$ cat config.mk
export PLATFORM = sky130hd
export DESIGN_NAME = packet_disassembler
export DESIGN_NICKNAME = d
export VERILOG_FILES = /design/src/rtl/packet_disassembler.sv
export SDC_FILE = /design/constraint.sdc
export NUM_CORES = 1
export LEC_CHECK = 0
export CORE_ASPECT_RATIO = 1.1
export CORE_UTILIZATION = 57
export CTS_BUF_LIST = sky130_fd_sc_hd__clkbuf_2
export CTS_CLUSTER_SIZE = 16
export DETAILED_ROUTE_END_ITERATION = 8
export PLACE_DENSITY = 0.83
export SYNTH_ARGS = -nofsm -noshare
export SYNTH_HDL_FRONTEND = slang
export SYNTH_SLANG_ARGS = --single-unit
export TNS_END_PERCENT = 20
$ cat constraint.sdc
create_clock -name clk_pixel -period 6.5 [get_ports clk_pixel]
set_clock_uncertainty 0.2 [all_clocks]
set_input_delay 0.975 -clock clk_pixel [delete_from_list [all_inputs] [get_ports clk_pixel]]
set_output_delay 0.975 -clock clk_pixel [all_outputs]
set_load 0.01 [all_outputs]
$ cat src/rtl/packet_disassembler.sv
// HDMI data island packet receiver: rebuilds the BCH header block and four
// subpacket blocks from 9-bit symbols and flags per-block ECC mismatches.
module packet_disassembler (
  input  logic        clk_pixel,
  input  logic        reset,
  input  logic        data_island_period,
  input  logic [8:0]  packet_data,
  output logic [23:0] header,
  output logic [55:0] sub [3:0],
  output logic [4:0]  ecc_error,
  output logic        packet_valid,
  output logic [4:0]  counter
);

  localparam logic [7:0] BCH_POLY = 8'h83;

  function automatic logic [7:0] ecc_step(input logic [7:0] e, input logic b);
    ecc_step = {1'b0, e[7:1]} ^ ((e[0] ^ b) ? BCH_POLY : 8'h00);
  endfunction

  logic first_sym;
  logic last_sym;
  logic clear_work;

  assign first_sym  = (counter == 5'd0);
  assign last_sym   = (counter == 5'd31);
  assign clear_work = reset || !data_island_period || last_sym;

  // Position 0 always starts from a zero seed, so the wrap cycle after a
  // completion never loses its bits to the pending clear.
  logic [31:0] hbuf_reg;
  logic [31:0] hbuf_base;
  logic [31:0] hbuf_next;
  logic [7:0]  hecc_reg;
  logic [7:0]  hecc_base;
  logic [7:0]  hecc_next;
  logic        hdr_err;

  always_comb begin
    hbuf_base          = first_sym ? 32'd0 : hbuf_reg;
    hecc_base          = first_sym ? 8'd0  : hecc_reg;
    hbuf_next          = hbuf_base;
    hbuf_next[counter] = packet_data[0];
    hecc_next          = (counter < 5'd24) ? ecc_step(hecc_base, packet_data[0]) : hecc_base;
  end

  assign hdr_err = (hecc_next != hbuf_next[31:24]);

  always_ff @(posedge clk_pixel) begin
    if (clear_work) begin
      hbuf_reg <= 32'd0;
      hecc_reg <= 8'd0;
    end else begin
      hbuf_reg <= hbuf_next;
      hecc_reg <= hecc_next;
    end
  end

  logic [3:0][55:0] sub_data_next;
  logic [3:0]       sub_err;

  genvar gi;
  generate
    for (gi = 0; gi < 4; gi++) begin : g_sub
      logic [63:0] buf_reg;
      logic [63:0] buf_base;
      logic [63:0] buf_next;
      logic [7:0]  ecc_reg;
      logic [7:0]  ecc_base;
      logic [7:0]  ecc_mid;
      logic [7:0]  ecc_next;
      logic        bit_lo;
      logic        bit_hi;

      assign bit_lo = packet_data[1 + gi];
      assign bit_hi = packet_data[5 + gi];

      // Two generator steps per symbol: bit 2c first, then bit 2c+1.
      always_comb begin
        buf_base                    = first_sym ? 64'd0 : buf_reg;
        ecc_base                    = first_sym ? 8'd0  : ecc_reg;
        buf_next                    = buf_base;
        buf_next[{counter, 1'b0}]   = bit_lo;
        buf_next[{counter, 1'b1}]   = bit_hi;
        ecc_mid                     = ecc_step(ecc_base, bit_lo);
        ecc_next                    = (counter < 5'd28) ? ecc_step(ecc_mid, bit_hi) : ecc_base;
      end

      always_ff @(posedge clk_pixel) begin
        if (clear_work) begin
          buf_reg <= 64'd0;
          ecc_reg <= 8'd0;
        end else begin
          buf_reg <= buf_next;
          ecc_reg <= ecc_next;
        end
      end

      assign sub_data_next[gi] = buf_next[55:0];
      assign sub_err[gi]       = (ecc_next != buf_next[63:56]);
    end
  endgenerate

  always_ff @(posedge clk_pixel) begin
    if (reset) begin
      counter      <= 5'd0;
      header       <= 24'd0;
      ecc_error    <= 5'd0;
      packet_valid <= 1'b0;
      for (int i = 0; i < 4; i++) begin
        sub[i] <= 56'd0;
      end
    end else begin
      packet_valid <= 1'b0;
      if (!data_island_period) begin
        counter <= 5'd0;
      end else begin
        counter <= counter + 5'd1;
        if (last_sym) begin
          header       <= hbuf_next[23:0];
          ecc_error    <= {hdr_err, sub_err};
          packet_valid <= 1'b1;
          for (int i = 0; i < 4; i++) begin
            sub[i] <= sub_data_next[i];
          end
        end
      end
    end
  end

endmodule

==> results of run 1 <==
==> metal layers <==
| layer | part of all wire [%] | GRT usage (%) | vias to the layer above |
|---|---|---|---|
| li1 | - | - | 8815 |
| met3 | 7.5 | 6.16 | 178 |
| met1 | 42 | 38.2 | 8952 |
| met2 | 46 | 47.7 | 863 |
| met4 | 4.6 | 17.4 | 0 |
| met5 | 0 | 0 | - |
==> Yosys cell counts, types with 5 or more instances <==
| master | n |
|---|---|
| sky130_fd_sc_hd__mux2i_1 | 10 |
| sky130_fd_sc_hd__ha_1 | 5 |
| sky130_fd_sc_hd__nand3_1 | 18 |
| sky130_fd_sc_hd__a22oi_1 | 270 |
| sky130_fd_sc_hd__clkbuf_1 | 170 |
| sky130_fd_sc_hd__nand2_1 | 29 |
| sky130_fd_sc_hd__nor2_1 | 612 |
| sky130_fd_sc_hd__inv_1 | 10 |
| sky130_fd_sc_hd__nand2b_1 | 8 |
| sky130_fd_sc_hd__nor2_2 | 28 |
| sky130_fd_sc_hd__o211ai_1 | 14 |
| sky130_fd_sc_hd__o22ai_1 | 23 |
| sky130_fd_sc_hd__nor3_1 | 24 |
| sky130_fd_sc_hd__a31oi_1 | 12 |
| sky130_fd_sc_hd__dfxtp_1 | 587 |
| sky130_fd_sc_hd__or4_1 | 8 |
| sky130_fd_sc_hd__buf_4 | 6 |
| sky130_fd_sc_hd__xnor2_1 | 41 |
| sky130_fd_sc_hd__a21oi_1 | 40 |
| sky130_fd_sc_hd__buf_2 | 26 |
| sky130_fd_sc_hd__and4_1 | 6 |
| sky130_fd_sc_hd__a211oi_1 | 254 |
| sky130_fd_sc_hd__nor2b_1 | 5 |
| sky130_fd_sc_hd__xor2_1 | 20 |
| sky130_fd_sc_hd__o21ai_0 | 12 |
==> cells by family (layout without fill, tap and decap cells) <==
group	after synthesis	count (layout)
AO/OA/AOI/OAI	665	665
XOR/XNOR	61	61
adder cells (fa/ha/maj)	5	5
buffers and inverters	222	537
flip-flops	587	587
multiplexers	12	12
other	0	1
AND/OR/NAND/NOR	766	766
==> where the power goes <==
group | leakage (nW) | internal, W | switching, W
Clock | 0.953 | 0.000958 | 0.00141
Sequential | 4.73 | 0.00361 | 0.0000122
Combinational | 2.57 | 0.0000690 | 0.000235
==> worst max path at each step <==
stage | from | endpoint | slack, ns | cells after the start
2_1_floorplan | counter[3]$_SDFF_PP0_ | header[10]$_SDFFE_PP0P_ | 3.61 | 12
3_3_place_gp | reset | sub[125]$_SDFFE_PP0P_ | 2.86 | 4
3_5_place_dp | reset | sub[196]$_SDFFE_PP0P_ | 2.77 | 4
4_1_cts | counter[3]$_SDFF_PP0_ | counter[3] | 2.79 | 2
5_1_grt | counter[3]$_SDFF_PP0_ | counter[3] | 2.70 | 2
6_report | counter[3]$_SDFF_PP0_ | counter[3] | 2.80 | 2
==> area by class of cell <==
cell class,count,share of cell area [%]
Clock buffer,206,4.07
Clock inverter,32,0.874
Antenna cell,1,0.00988
Sequential cell,587,46.4
Multi-Input combinational cell,1509,34.8
Inverter,11,0.163
Timing Repair Buffer,288,11.2
Tap cell,494,2.44
==> cell usage in the layout (no fill, tap or decap), drive strengths merged, types with 3 or more instances in the layout <==
master,count
nor2b,5
o22ai,23
and2,3
nand3,18
a31oi,12
xnor2,41
a32oi,4
mux2i,10
o21ai,13
inv,13
a211oi,255
nand4,4
nor2,640
a221oi,4
a21oi,41
clkdlybuf4s50,260
and4,6
o211ai,14
o221ai,3
or2,3
nor4,4
a211o,4
clkinvlp,4
buf,27
a311oi,3
dfxtp,587
nand2b,8
nand2,30
clkinv,23
and4b,3
and3,3
ha,5
bufinv,3
a22oi,270
clkbuf,207
a21o,4
or4,8
xor2,20
nor3,24
==> critical path, cell delays in order, from the launching register on <==
cell,delay [ns]
sky130_fd_sc_hd__dfxtp_1,0.33
sky130_fd_sc_hd__buf_4,0.47
sky130_fd_sc_hd__clkdlybuf4s50_1,0.65
==> per-stage QoR <==
| stage | total power, W | utilization, % | hold slack [ns] | instances | setup slack (ns) |
|---|---|---|---|---|---|
| 2_1_floorplan | 0.00391 | - | 0.261 | 2318 | 3.61 |
| 3_3_place_gp | 0.00399 | 64.8 | 0.269 | 2889 | 2.86 |
| 3_5_place_dp | 0.00400 | 64.8 | 0.281 | 2889 | 2.77 |
| 4_1_cts | 0.00632 | 68.2 | 0.266 | 3127 | 2.79 |
| 5_1_grt | 0.00654 | 68.2 | 0.316 | 3128 | 2.70 |
| 6_report | 0.00629 | 68.2 | 0.302 | 3128 | 2.80 |
==> results_dict.tcl, run 1 <==
set metrics [dict create \
    leading_post_synthesis_cells_by_cell_area "sky130_fd_sc_hd__dfxtp_1 (55%), sky130_fd_sc_hd__nor2_1 (11%), sky130_fd_sc_hd__a22oi_1 (9.4%)" \
    sequential_element_share_of_the_synthesized_area_pct 54.7 \
    cts.repair_timing.setup_buffer_count 0 \
    synthesis.instances 2318 \
    post-route-min-period_ns 3.70 \
    synth_area_leader_cell "sky130_fd_sc_hd__dfxtp_1" \
    worstRegToRegCells 9 \
    avgRoutedWirePerCell_um 19.1 \
    die_h_um 206 \
    routed_wirelength_um 59600 \
    worst_hold_startpoint "sub[60]$_SDFFE_PP0P_" \
    core_area_um2 37100 \
    ys_types 65 \
    cts_hold_buf 0 \
    clock_tree.htree_level_count 4 \
    worst_r2r_startpoint "counter[0]$_SDFF_PP0_" \
    final_cell_area_um2 25300 \
    multi_input_comb_area_um2 8820 \
    dp_hpwl_um 35600 \
    setup_tns_ns 0 \
    clock-sinks 587 \
    crit_arrival_ns 2.52 \
    yosys.area.top_type_share_pct 54.7 \
    hold_viol 0 \
    clock_latency_ns 1.07 \
    initial_utilization_pct 57.9 \
    synth_area_in_simple_gates_pct 14.9 \
    die-area_um2 38500 \
    global_route.overflow_total 0 \
    fillerInstances 2865 \
    hold_end "sub[60]$_SDFFE_PP0P_" \
    p_leak_nw 8.25 \
    timing.critical_path.required_ns 5.32 \
    min_path_cells 2 \
    fmax_mhz 270 \
    io_pins 271 \
    setup_repair_after_global_routing_missed_its_margin "false" \
    route.antenna.remaining_nets 0 \
    cts_root_buf "sky130_fd_sc_hd__clkbuf_2" \
    yosys_most_used_dff "sky130_fd_sc_hd__dfxtp_1" \
    routabilityCongestion 0.852 \
    r2r_end "ecc_error[0]$_SDFFE_PP0P_" \
    remaining_max_slew_budget_at_the_tightest_pin_pct 27.4 \
    avgSynthCellArea_um2 9.27 \
    synth_compound_area_share_pct 22.8 \
    setup-violations-final 0 \
    drt-pass1-iter-count 6 \
    max-cap-violations 0 \
    clock_tree.buffer_depth 3 \
    critPathLaunchType "register" \
    grt_first_pass_wirelength_um 93000 \
    share_of_async_settable_or_async_resettable_flops_after_synthesis_pct 0 \
    outcome "complete, no violations" \
    critical_path_class "reg2out" \
    die_w_um 187 \
    global_route.usage.total_pct 30.1 \
    max_reg_flops 256 \
    avgViaCountPerCell 6.01 \
    synth_mux_area_share_pct 0.571 \
    timing.critical_path.to_type "primary output" \
    drive_above_1_share_pct 11.1 \
    synthAdderAreaFrac_pct 0.291 \
    cts.repair.resized 0 \
    dr_total_vias 18808 \
    postSynthRegisterBits 587 \
    worstHoldPathType "reg2reg" \
    floorplan.rows 74 \
    synth_xor_area_share_pct 2.49 \
    dpl-instance-area_um2 24100 \
    synthesis.nets 2335 \
    cts_tree "yes" \
    clkTransAtPathRegs_ns 0.11 \
    via_count_of_the_first_global_routing_pass 17796 \
    syn_to_final_growth_pct 17.9 \
    transition_time_at_the_pin_with_the_least_slew_margin_ns 1.09 \
    detail_route.iter0.violations 1907 \
    power-per-cell-area_nw_per_um2 248 \
    slew_violations 0 \
    antenna_found_initial 1 \
    worst-path-max-fanout 52 \
    grt_max_degree 199 \
    post_synth_instance_area_um2 21500 \
    yosysWarnings 0 \
    finish.net_count 2551 \
    drc_violations 0 \
    cts_buffers 137 \
    synth_enable_flop_cells 0 \
    final.period_utilization_pct 56.9 \
    seqCellArea_um2 11800 \
    peakVddDrop_mv 0.136 \
    io_buffer_count 270 \
    reg2reg_setup_slack_ns 3.11 \
    synth_top_family_by_area "compound AO/OA/AOI/OAI gates" \
]
Note: power is estimated with default switching activity, not from simulation.
==> inputs of run 2 (changes only) <==
- CORE_UTILIZATION: 57 -> 52
- PLACE_DENSITY: 0.83 -> 0.8
- clock period: 6.5 -> 3.1 ns (I/O delays scaled with it)
==> run 2 against run 1 <==
Cell count grew 3.1%. Flip-flop and latch count is the same. Die area grew 9.5%. Non-clock buffer count grew 70. Power grew 120%. Register-to-register slack lost 2.9 ns. Largest cell class unchanged. Largest power group unchanged. Highest routed layer unchanged.
==> results_dict.tcl, run 2 (synthesis gave the netlist of run 1 again) <==
set metrics [dict create \
    outcome "complete, no violations" \
    via_count_of_the_first_global_routing_pass 18528 \
    crit_arrival_ns 2.32 \
    transition_time_at_the_pin_with_the_least_slew_margin_ns 1.26 \
    max_stage_delay_ns 0.56 \
    p_leak_nw 8.70 \
    route.antenna.remaining_nets 0 \
    slew_violations 0 \
    dr_total_vias 19013 \
    seqCellArea_um2 11800 \
    critPathTopFamily "buffers and inverters" \
    floorplan.rows 77 \
    fillerInstances 3338 \
    drt-pass1-iter-count 5 \
    dp_cells 2963 \
    core_occupancy_in_the_finished_layout_pct 64.7 \
    crit_path_cell_trace "buf_12, clkdlybuf4s50_1" \
    worst-path-max-fanout 28 \
    detail_route.iter0.violations 1654 \
    global_route.overflow_total 0 \
    cts_tree "yes" \
    dpl-instance-area_um2 24700 \
    cts_root_buf "sky130_fd_sc_hd__clkbuf_2" \
    die_h_um 215 \
    clock_tree.buffer_depth 3 \
    initial_utilization_pct 53.1 \
    clock_latency_ns 1.11 \
    worstHoldPathType "in2reg" \
    clock-sinks 587 \
    worstPathBufferInverterCount 2 \
    routed_wirelength_um 63000 \
    syn_to_final_growth_pct 21.9 \
    grt_max_degree 148 \
    critical_path_class "reg2out" \
    peakVddDrop_mv 0.261 \
    drive_above_1_share_pct 13.1 \
    avgViaCountPerCell 5.90 \
    worst_r2r_startpoint "counter[0]$_SDFF_PP0_" \
    fmax_mhz 335 \
    cp_slowest_cell "sky130_fd_sc_hd__clkdlybuf4s50_1" \
    dp_hpwl_um 40700 \
    io_pins 271 \
    setup_repair_after_global_routing_missed_its_margin "false" \
    clkTransAtPathRegs_ns 0.10 \
    worst_hold_startpoint "packet_data[2]" \
    io_buffer_count 270 \
    layout.cells.most_common "sky130_fd_sc_hd__nor2_1" \
    timing.critical_path.required_ns 2.43 \
    avgRoutedWirePerCell_um 19.5 \
    global_route.usage.total_pct 29.5 \
    antenna_found_initial 1 \
    drc_violations 0 \
    critPathLaunchType "register" \
    origin_of_the_worst_setup_path "counter[4]$_SDFF_PP0_" \
    final_cell_mix "sky130_fd_sc_hd__nor2_1 (612), sky130_fd_sc_hd__dfxtp_1 (584), sky130_fd_sc_hd__a22oi_1 (270)" \
    final.period_utilization_pct 96.4 \
    die-area_um2 42100 \
    multi_input_comb_area_um2 8820 \
    hold_viol 0 \
    power_total_w 0.0136 \
    post-route-min-period_ns 2.99 \
    finish.net_count 2625 \
    layoutNonFillerInstCount 3225 \
    routabilityCongestion 0.876 \
    core_area_um2 40500 \
    clock_tree.htree_level_count 4 \
    grt_first_pass_wirelength_um 99000 \
    max-cap-violations 0 \
    final_cell_area_um2 26200 \
    die_w_um 196 \
    power-per-cell-area_nw_per_um2 519 \
    remaining_max_slew_budget_at_the_tightest_pin_pct 15.8 \
    timing.critical_path.to_type "primary output" \
    setup_tns_ns 0 \
    max_reg_flops 256 \
    cts_buffers 141 \
    setup-violations-final 0 \
]
run 2: changes by cell type in the layout (fill, tap and decap cells not counted):
cell / delta
sky130_fd_sc_hd__inv_2: +2
sky130_fd_sc_hd__clkinv_2: +5
sky130_fd_sc_hd__clkbuf_2: -3
sky130_fd_sc_hd__buf_8: +1
sky130_fd_sc_hd__clkinvlp_4: -3
sky130_fd_sc_hd__buf_4: +42
sky130_fd_sc_hd__dfxtp_1: -3
sky130_fd_sc_hd__dfxtp_2: +1
sky130_fd_sc_hd__bufinv_16: +3
sky130_fd_sc_hd__dfxtp_4: +2
sky130_fd_sc_hd__dlygate4sd3_1: +15
sky130_fd_sc_hd__buf_12: +12
sky130_fd_sc_hd__clkinv_1: +4
run 2: worst paths after layout:
path,end,depth (start not counted),slack (ns)
setup / recovery,counter[4],2,0.11
hold / removal,g_sub[1].ecc_reg[6]$_SDFF_PP0_,4,0.07
setup reg to reg,sub[130]$_SDFFE_PP0P_,7,0.25
hold reg to reg,g_sub[3].buf_reg[43]$_SDFF_PP0_,2,0.30
run 2: worst min-delay path, cell delays in order:
cell and delay [ns]:
sky130_fd_sc_hd__dlygate4sd3_1 0.53, sky130_fd_sc_hd__buf_2 0.13, sky130_fd_sc_hd__or4_1 0.13, sky130_fd_sc_hd__a31oi_1 0.08
run 2: per-layer routing:
layer / vias to the layer above / share of wire, % / track usage (%)
met1: 9113 / 42 / 37.6
met3: 149 / 6.9 / 5.02
met2: 780 / 47 / 48.2
li1: 8971 / - / -
met4: 0 / 4.1 / 14.9
met5: - / 0 / 0
run 2: timing repair:
action	4_1_cts	5_1_grt
hold buffers	15	0
buffers inserted	0	0
gates resized for setup	9	1
endpoints found under the hold margin	514	0
setup endpoints to repair	3	1
run 2: through the flow:
step	setup slack, ns	hold WS, ns
floorplan	0.206	0.261
global placement	0.279	0.273
detailed placement	0.282	0.282
CTS	0.0152	0.00227
global route	0.0151	0.0842
finish	0.112	0.0667
run 2: layout make-up:
cell class	instances	share of cell area, %
Timing Repair Buffer	358	13.6
Inverter	11	0.158
Antenna cell	1	0.00956
Tap cell	513	2.45
Clock inverter	43	1.29
Clock buffer	203	3.88
Multi-Input combinational cell	1509	33.7
Sequential cell	587	44.9
run 2: power breakdown:
group | internal, W | switching, W | total [W]
sequential | 0.00756 | 0.0000258 | 0.00758
clock | 0.00226 | 0.00304 | 0.00529
combinational | 0.000193 | 0.000513 | 0.000706
==> inputs of run 3 (changes only) <==
- HOLD_SLACK_MARGIN: default -> 0.02
==> run 3 against run 2 <==
Register-to-register slack is essentially flat. Clock power hardly changed. Wire length down 0.10%. First-iteration DRC count fell by 3.0%. Final area about the same. Hold slack better by 0.20 ns. Critical path type unchanged.
==> results_dict.tcl, run 3 (synthesis gave the netlist of run 1 again) <==
set metrics [dict create \
    outcome "complete, no violations" \
    setup_repair_after_global_routing_missed_its_margin "false" \
    die_h_um 215 \
    cts.repair_timing.setup_buffer_count 0 \
    dp_cells 2963 \
    critPathLaunchType "register" \
    final.period_utilization_pct 95.9 \
    final_cell_mix "sky130_fd_sc_hd__nor2_1 (612), sky130_fd_sc_hd__dfxtp_1 (584), sky130_fd_sc_hd__a22oi_1 (270)" \
    global_route.usage.total_pct 29.5 \
    dr_total_vias 19027 \
    floorplan.rows 77 \
    die_w_um 196 \
    crit_arrival_ns 2.31 \
    via_count_of_the_first_global_routing_pass 18533 \
    cts_tree "yes" \
    timing.critical_path.required_ns 2.43 \
    finalWorstSetupSlack_ns 0.128 \
    grt_first_pass_wirelength_um 99100 \
    hold_viol 0 \
    cts_root_buf "sky130_fd_sc_hd__clkbuf_2" \
    post-place-ws_ns 0.282 \
    clock-sinks 587 \
    cts_buffers 141 \
    syn_to_final_growth_pct 21.9 \
    grt_max_degree 148 \
    layout.cells.most_common "sky130_fd_sc_hd__nor2_1" \
    fmax_mhz 336 \
    remaining_max_slew_budget_at_the_tightest_pin_pct 15.7 \
    detail_route.iter0.violations 1604 \
    setup-violations-final 0 \
    avgRoutedWirePerCell_um 19.5 \
    antenna_found_initial 1 \
    timing.critical_path.to_type "primary output" \
    max_reg_flops 256 \
    die-area_um2 42100 \
    clock_tree.htree_level_count 4 \
    cp_slowest_cell "sky130_fd_sc_hd__clkdlybuf4s50_1" \
    clkTransAtPathRegs_ns 0.10 \
    critical_path_class "reg2out" \
    peakVddDrop_mv 0.261 \
    drc_violations 0 \
    dpl-instance-area_um2 24700 \
    worstHoldPathType "in2reg" \
    routed_wirelength_um 62900 \
    worst-path-max-fanout 28 \
    route.antenna.remaining_nets 0 \
    drive_above_1_share_pct 13.1 \
    crit_path_cell_trace "buf_12, clkdlybuf4s50_1" \
    clock_latency_ns 1.11 \
    max_stage_delay_ns 0.56 \
    final_cell_area_um2 26200 \
    avgViaCountPerCell 5.90 \
    dp_hpwl_um 40700 \
    io_buffer_count 270 \
    core_area_um2 40500 \
    post-route-min-period_ns 2.97 \
    p_leak_nw 8.70 \
    io_pins 271 \
    routabilityCongestion 0.876 \
    global_route.overflow_total 0 \
    core_occupancy_in_the_finished_layout_pct 64.7 \
    power-per-cell-area_nw_per_um2 518 \
    drt-pass1-iter-count 6 \
    finish.net_count 2626 \
    slew_violations 0 \
    initial_utilization_pct 53.1 \
    transition_time_at_the_pin_with_the_least_slew_margin_ns 1.26 \
    setup_tns_ns 0 \
    max-cap-violations 0 \
    layoutNonFillerInstCount 3226 \
    clock_tree.buffer_depth 3 \
]
[run 3: changes by cell type in the layout (fill, tap and decap cells not counted)]
| cell | previous run | this run |
|---|---|---|
| sky130_fd_sc_hd__dlygate4sd3_1 | 15 | 16 |
[run 3: critical path: cells and delay by family, from the launching register on]
family                 cells  cell delay [ns]
buffers and inverters      2             0.77
flip-flops                 1             0.45
[run 3: per-stage QoR]
step | total power (W) | hold slack, ns
4_1_cts | 0.0136 | 0.146
2_1_floorplan | 0.00821 | 0.261
3_5_place_dp | 0.00843 | 0.282
6_report | 0.0136 | 0.269
3_3_place_gp | 0.00842 | 0.273
5_1_grt | 0.0141 | 0.214
[run 3: report_power, final]
group / switching, W / internal [W] / total (W)
clock network: 0.00303 / 0.00226 / 0.00529
registers: 0.0000258 / 0.00756 / 0.00758
logic: 0.000514 / 0.000194 / 0.000707
[run 3: final cells by class]
class	instances	area, µm²
Antenna cell	1	2.50
Clock buffer	203	1020
Clock inverter	43	337
Fill cell	3337	14300
Inverter	11	41.3
Multi-Input combinational cell	1509	8820
Sequential cell	587	11800
Tap cell	513	642
Timing Repair Buffer	359	3580
[run 3: final timing paths]
kind,start,to,slack [ns],cells past startpoint
hold reg to reg,g_sub[3].buf_reg[43]$_SDFF_PP0_,g_sub[3].buf_reg[43]$_SDFF_PP0_,0.30,2
setup reg to reg,counter[0]$_SDFF_PP0_,sub[130]$_SDFFE_PP0P_,0.25,7
setup / recovery,counter[4]$_SDFF_PP0_,counter[4],0.13,2
hold / removal,packet_data[6],g_sub[1].ecc_reg[1]$_SDFF_PP0_,0.27,6
[run 3: repair_timing]
action / 4_1_cts / 5_1_grt
hold buffers: 16 / 0
hold endpoints to repair: 538 / 0
endpoints found under the setup margin: 3 / 1
gates resized for setup: 9 / 1
[run 3: per-layer routing]
| metal | share of wire, % | global-route usage [%] |
|---|---|---|
| met1 | 42 | 37.6 |
| met2 | 47 | 48.2 |
| met3 | 7.1 | 5.02 |
| met4 | 4.1 | 14.9 |
| met5 | 0 | 0 |
